[src/rtl/aes_128_out_packer.sv]
// Output packer behind aes_128_top: buffers 128-bit blocks in a FIFO and
// serializes each into four 32-bit words on a valid/ready stream.
module aes_128_out_packer #(
  parameter int DEPTH     = 8,
  parameter bit MSW_FIRST = 1'b0
) (
  input  logic                       clk,
  input  logic                       kill_n,
  input  logic                       flush,
  input  logic                       in_en,
  input  logic [127:0]               in_data,
  input  logic                       m_ready,
  output logic                       m_valid,
  output logic [31:0]                m_data,
  output logic                       m_last,
  output logic [$clog2(DEPTH):0]     level,
  output logic                       idle,
  output logic                       ovf_irq_pulse,
  output logic [7:0]                 ovf_cnt
);
  localparam int AW = $clog2(DEPTH);
  localparam int LW = AW + 1;

  typedef enum logic {EMPTY, SEND} state_t;

  state_t          state, state_d;
  logic [127:0]    mem [DEPTH];
  logic [AW-1:0]   wptr, rptr;
  logic [LW-1:0]   level_q;
  logic [127:0]    blk;
  logic [1:0]      idx, idx_d;
  logic            hs, pop, push, drop, full, nonempty;

  assign full     = (level_q == LW'(DEPTH));
  assign nonempty = (level_q != '0);
  assign hs       = (state == SEND) & m_ready;

  always_comb begin
    state_d = state;
    idx_d   = idx;
    pop     = 1'b0;
    case (state)
      EMPTY: if (nonempty) begin
        pop     = 1'b1;
        state_d = SEND;
        idx_d   = 2'd0;
      end
      SEND: if (hs) begin
        idx_d = idx + 2'd1;
        // last word: chain straight into the next block to avoid a bubble
        if (idx == 2'd3) begin
          if (nonempty) pop = 1'b1;
          else          state_d = EMPTY;
        end
      end
      default: state_d = EMPTY;
    endcase
    if (flush) begin
      pop     = 1'b0;
      state_d = EMPTY;
      idx_d   = 2'd0;
    end
  end

  // a full FIFO still accepts a block if the head leaves on the same edge
  assign push = in_en & ~flush & (~full | pop);
  assign drop = in_en & ~flush & full & ~pop;

  always_ff @(posedge clk) begin
    if (push) mem[wptr] <= in_data;
  end

  always_ff @(posedge clk or negedge kill_n) begin
    if (!kill_n) begin
      state         <= EMPTY;
      idx           <= 2'd0;
      wptr          <= '0;
      rptr          <= '0;
      level_q       <= '0;
      blk           <= '0;
      ovf_irq_pulse <= 1'b0;
      ovf_cnt       <= 8'd0;
    end else if (flush) begin
      state         <= EMPTY;
      idx           <= 2'd0;
      wptr          <= '0;
      rptr          <= '0;
      level_q       <= '0;
      blk           <= '0;
      ovf_irq_pulse <= 1'b0;
    end else begin
      state         <= state_d;
      idx           <= idx_d;
      if (push) wptr <= wptr + AW'(1);
      if (pop)  rptr <= rptr + AW'(1);
      level_q       <= level_q + LW'(push) - LW'(pop);
      if (pop)
        blk <= mem[rptr];
      else if (hs)
        blk <= MSW_FIRST ? {blk[95:0], 32'd0} : {32'd0, blk[127:32]};
      ovf_irq_pulse <= drop;
      if (drop && ovf_cnt != 8'hff) ovf_cnt <= ovf_cnt + 8'd1;
    end
  end

  // blk shifts in zeros, so m_data reads 0 whenever nothing is being sent
  assign m_data  = MSW_FIRST ? blk[127:96] : blk[31:0];
  assign m_valid = (state == SEND);
  assign m_last  = (state == SEND) & (idx == 2'd3);
  assign level   = level_q;
  assign idle    = ~nonempty & (state == EMPTY);

endmodule

[config.mk]
export PLATFORM = sky130hd
export DESIGN_NAME = aes_128_out_packer
export DESIGN_NICKNAME = d
export VERILOG_FILES = /design/src/rtl/aes_128_out_packer.sv
export SDC_FILE = /design/constraint.sdc
export NUM_CORES = 1
export LEC_CHECK = 0
export ABC_AREA = 1
export CORE_ASPECT_RATIO = 0.5
export CORE_MARGIN = 3
export CORE_UTILIZATION = 55
export CTS_BUF_LIST = sky130_fd_sc_hd__clkbuf_4
export DETAILED_ROUTE_END_ITERATION = 16
export MAX_ROUTING_LAYER = met4
export PLACE_DENSITY = 0.73
export SLEW_MARGIN = 25
export SYNTH_ARGS = -nofsm -noshare
export SYNTH_HDL_FRONTEND = slang
export SYNTH_SLANG_ARGS = --single-unit
[constraint.sdc]
create_clock -name clk -period 20.6 [get_ports clk]
set_input_delay 2.06 -clock clk [delete_from_list [all_inputs] [get_ports clk]]
set_output_delay 2.06 -clock clk [all_outputs]
set_load 0.1 [all_outputs]
# Word level (Yosys, flattened, before mapping)
# Memory sizes are Yosys's and may differ from the RTL's.
# Cells that the tools add are included.
# word_totals
reg_bits,150
latchBits,0
ramBits,1024
rom_bits,0
input_bits,133
output_inout_bits,48
elab_cells,64
n_memories,1
# classes
addsub,6
multipliers,0
div_mod_pow,0
n_lt_le_gt_ge,0
n_eq_ne,5
shifts,0
muxes,24
n_bitwise,13
n_reduce_logical,7
# mem_list
memory,words,word_bits,read_ports,rd_ports_with_merged_regs,wr,line,source
mem,8,128,1,0,1,27,logic [127:0] mem [DEPTH];
# op_table
op,n
128-bit two-way mux,3
3-bit two-way mux,4
1-bit two-way mux,10
"8-bit by 1-bit adder with 8-bit output, second input constant",1
"8-bit inequality test, second input constant",1
1-bit bitwise AND,7
"3-bit by 1-bit adder with 3-bit output, second input constant",2
2-bit two-way mux,3
1-bit inverter,5
4-bit by 1-bit adder with 4-bit output,1
"4-bit == test, second input constant",1
4-bit two-way mux,1
1-bit one-hot mux with 2 select lines,2
2-bit one-hot mux with 2 select lines,1
2-bit AND reduction,2
2-bit nonzero test,2
4-bit nonzero test,1
4-bit by 1-bit subtractor with 4-bit output,1
"3-bit by 2-bit inequality test with 1-bit output, second input constant",1
"3-bit inequality test, second input constant",1
3-bit nonzero test,1
"2-bit by 1-bit adder with 2-bit output, second input constant",1
"2-bit == test, second input constant",1
1-bit logical AND,1
1-bit bitwise OR,1

# Depth between registers and ports, before layout
# depth
word_depth,11
ltp_mapped,16
ltp_nobuf,16

# Worst setup path after synthesis
# Ideal clock, no wire load.
# synth_path
kind,input to register
startpoint,input m_ready
endpoint,memory mem[5][0] (enable)
setup_ns,0.773
arrival_time_ns,11.312
required_ns,19.827
path_slack_ns,8.515
stages,8
n_path_buf,0
cell_sequence,nand2_1 nand2_1 nand2_2 inv_4 nand2_2 nand2_1 nand2_2 nor3_1
# synth_between
elab_chain_len,8
# synth_rtl
item,line,source
"start, declared",12,"input logic m_ready,"
1-bit bitwise AND,36,assign hs = (state == SEND) & m_ready;
1-bit two-way mux,48,SEND: if (hs) begin
1-bit one-hot mux with 2 select lines,42,case (state)
1-bit two-way mux,58,if (flush) begin
1-bit bitwise OR,66,assign push = in_en & ~flush & (~full | pop);
1-bit bitwise AND,66,
1-bit two-way mux,70,if (push) mem[wptr] <= in_data;
1-bit two-way mux (not written as such),70,
"end, declared",27,
# No other way between the ends.

# Final worst setup path
# layout_path
startpoint,input m_ready
endpoint,memory mem[2][109] (enable)
# The elaborated chain is that of the path after synthesis.

==> flow_metrics.env <==
export IMPL_die_h_um=213.6
export IMPL_startpoint_type="primary input"
export IMPL_cp_required_ns=21.29
export IMPL_grt_max_degree=234
export IMPL_synth_nets=4210
export IMPL_setup_ws_ns=14.88
export IMPL_grt_overflow_total=0
export IMPL_syn_area_mm2=0.04742
export IMPL_fin_cells=5650
export IMPL_synth_warnings=0
export IMPL_crit_fanout=57
export IMPL_post_route_min_period_ns=5.725
export IMPL_ys_seq_area_share_pct=72.76
export IMPL_path_clk_slew_ns=0.07
export IMPL_setup_viol=0
export IMPL_cts_made_buffers=279
export IMPL_postCtsSetupRepairBufs=0
export IMPL_cap_violations=0
export IMPL_yosysTopAreaCellShare_pct=64.84
export IMPL_cts_hold_buf=0
export IMPL_pin_count=181
export IMPL_grt_pass1_vias=30936
export IMPL_met3_length_um=12280
export IMPL_hpwl_um=64560
export IMPL_pre_cts_slack_ns=13.76
export IMPL_drive_above_1_share_pct=13.71
export IMPL_drcViolationCount=0
export IMPL_cts_resized_gates=0
export IMPL_fin_skew_ns=0.05819
export IMPL_postRouteAntennaNets=0
export IMPL_wl_per_cell_um=21.43
export IMPL_antenna_found_initial=8
export IMPL_cts_tree="done"
export IMPL_place_congestion=0.8214
export IMPL_drt_total_wl_um=121100
export IMPL_drt_initial_drc_count=3985
export IMPL_grt_pass1_wl_um=184000
export IMPL_status="finished, final reports clean"
export IMPL_first_pass_iters=7
export IMPL_fin_tns_setup_ns=0
export IMPL_synth_top_area_cell="edfxtp_1"
export IMPL_syn_to_final_growth_pct=12.13
export IMPL_io_buffers=180
export IMPL_dr_max_layer_used="met4"
export IMPL_p_leak_uw=0.01977
export IMPL_synth_cells=4067
export IMPL_path_class="primary input to flip-flop"
export IMPL_via_count=32118
export IMPL_hold_viol_final=0
export IMPL_synthDistinctLibCells=33
export IMPL_die_x_um=421.3
export IMPL_initial_core_util_pct=56.03
export IMPL_wl_met1_um=50070
export IMPL_nets=4437
export IMPL_viasPerCell=5.685
export IMPL_cts_htree_levels=5
export IMPL_slew_headroom_pct=25.44
export IMPL_final_common_cell="nand2_1"
export IMPL_mostFrequentLayoutCells="nand2_1, edfxtp_1, nand3_1"
export IMPL_grt_setup_unrepaired="false"
export IMPL_root_buffer="clkbuf_4"
export IMPL_pwr_density_cell_mw_per_mm2=123.8
export IMPL_end_kind="flip-flop"
export IMPL_irDropWorstVdd_mv=0.1079
export IMPL_cts_sinks=1174
export IMPL_clock_latency_ns=1.13
export IMPL_drv_slew=0
export IMPL_ys_seq_elements=1174
export IMPL_dp_cells=5168
export IMPL_tightest_slew_ns=1.118
export IMPL_hold_class="flip-flop to flip-flop"
export IMPL_dieArea_mm2=0.09000
export IMPL_grt_usage_pct=27.75
export IMPL_crit_arrival_ns=6.42
export IMPL_clockBufferDepth=4
export IMPL_met2_length_um=55820
export IMPL_rows=75
export IMPL_fp_coreArea_mm2=0.08464
export IMPL_post_route_period_util_pct=27.79
export IMPL_clock_fmax_mhz=174.7
export IMPL_syn_avg_cell_area_um2=11.66
export IMPL_synth_area_leaders="edfxtp_1, nand2_1, dfrtp_1, nand3_1, nor2_1"
metal layers:
layer  track usage (%)  vias up
li1                  -    14636
met2             41.88     1801
met3             5.243      229
met1             38.12    15452
met4             10.31        0
met5                 -        -
cell usage after synthesis (all sizes together):
master	n
o22ai	1
o21ai	99
o21a	1
dfrtp	150
edfxtp	1024
xnor2	4
clkbuf	83
clkinv	1
nor2	503
a21oi	100
nand4	3
nand3	596
nand2	1082
fa	1
nor3	4
ha	9
o31ai	58
xor2	4
inv	41
buf	194
o211ai	4
or2	105
worst max-delay path, stage by stage:
cell and delay, ns:
clkdlybuf4s50_1 0.58, nand2_1 0.08, nand2_1 0.09, nand2_2 0.13
inv_4 0.31, nand2_2 0.61, nand2_1 0.31, nand2_2 0.17
inv_1 0.14, nand2_1 0.26, nor2_4 0.68, buf_4 0.89
state kept, by name, summed over array words and instances, names as in the netlist:
register and count:
wptr 3, m_valid 1, idx 2, ovf_cnt 8
mem 1024, level 4, rptr 3, ovf_irq_pulse 1
blk 128
power breakdown:
group / internal, µW / total (µW) / switching, µW
logic: 470 / 1780 / 1310
registers: 2790 / 2950 / 160
clock network: 967 / 1850 / 885
total: 4230 / 6590 / 2360
worst paths after layout:
path                       slack, ns  cells after the start     from          end
setup / recovery               14.88                     12  m_ready  mem[2][109]
hold / removal                  0.48                      2   blk[2]       blk[2]
setup reg to reg               15.62                     12   idx[0]  mem[2][109]
hold reg to reg                 0.48                      2   blk[2]       blk[2]
max in group asynchronous      18.45                      2   kill_n      rptr[2]
min in group asynchronous       0.87                      1   kill_n      blk[27]
per-stage QoR:
stage          hold WS (ns)  util, %  cell area (µm²)  power (µW)
6_report             0.4812    62.82            53170        6585
5_1_grt              0.4983    62.82            53170        6918
4_1_cts              0.4839    62.79            53150        6597
3_5_place_dp         0.4647    58.73            49710        4757
3_3_place_gp         0.4574    58.73            49710        4716
2_1_floorplan        0.4437        -            47420        4243
cell type report:
| type | instances | area [µm²] |
|---|---|---|
| sequential | 1174 | 34510 |
| fill | 6402 | 31470 |
| multi-input combinational | 2574 | 11400 |
| clock buffer | 435 | 3266 |
| timing repair buffer | 223 | 2180 |
| tap | 1155 | 1445 |
| inverter | 42 | 178.9 |
| clock inverter | 39 | 172.7 |
| antenna | 8 | 20.02 |
kinds of logic (layout without fill, tap and decap cells):
family | count (synthesis) | after routing | synth area share, %
and+or+nand+nor | 2293 | 2293 | 20.38
DFF | 1174 | 1174 | 72.76
adders and majority gates | 10 | 10 | 0.2797
xor gates and xnor gates | 8 | 8 | 0.1477
other | 0 | 8 | 0
AOI/OAI and AO/OA | 263 | 263 | 3.111
buffers and inverters | 319 | 739 | 3.330
Power figures use the tool's default switching activity.
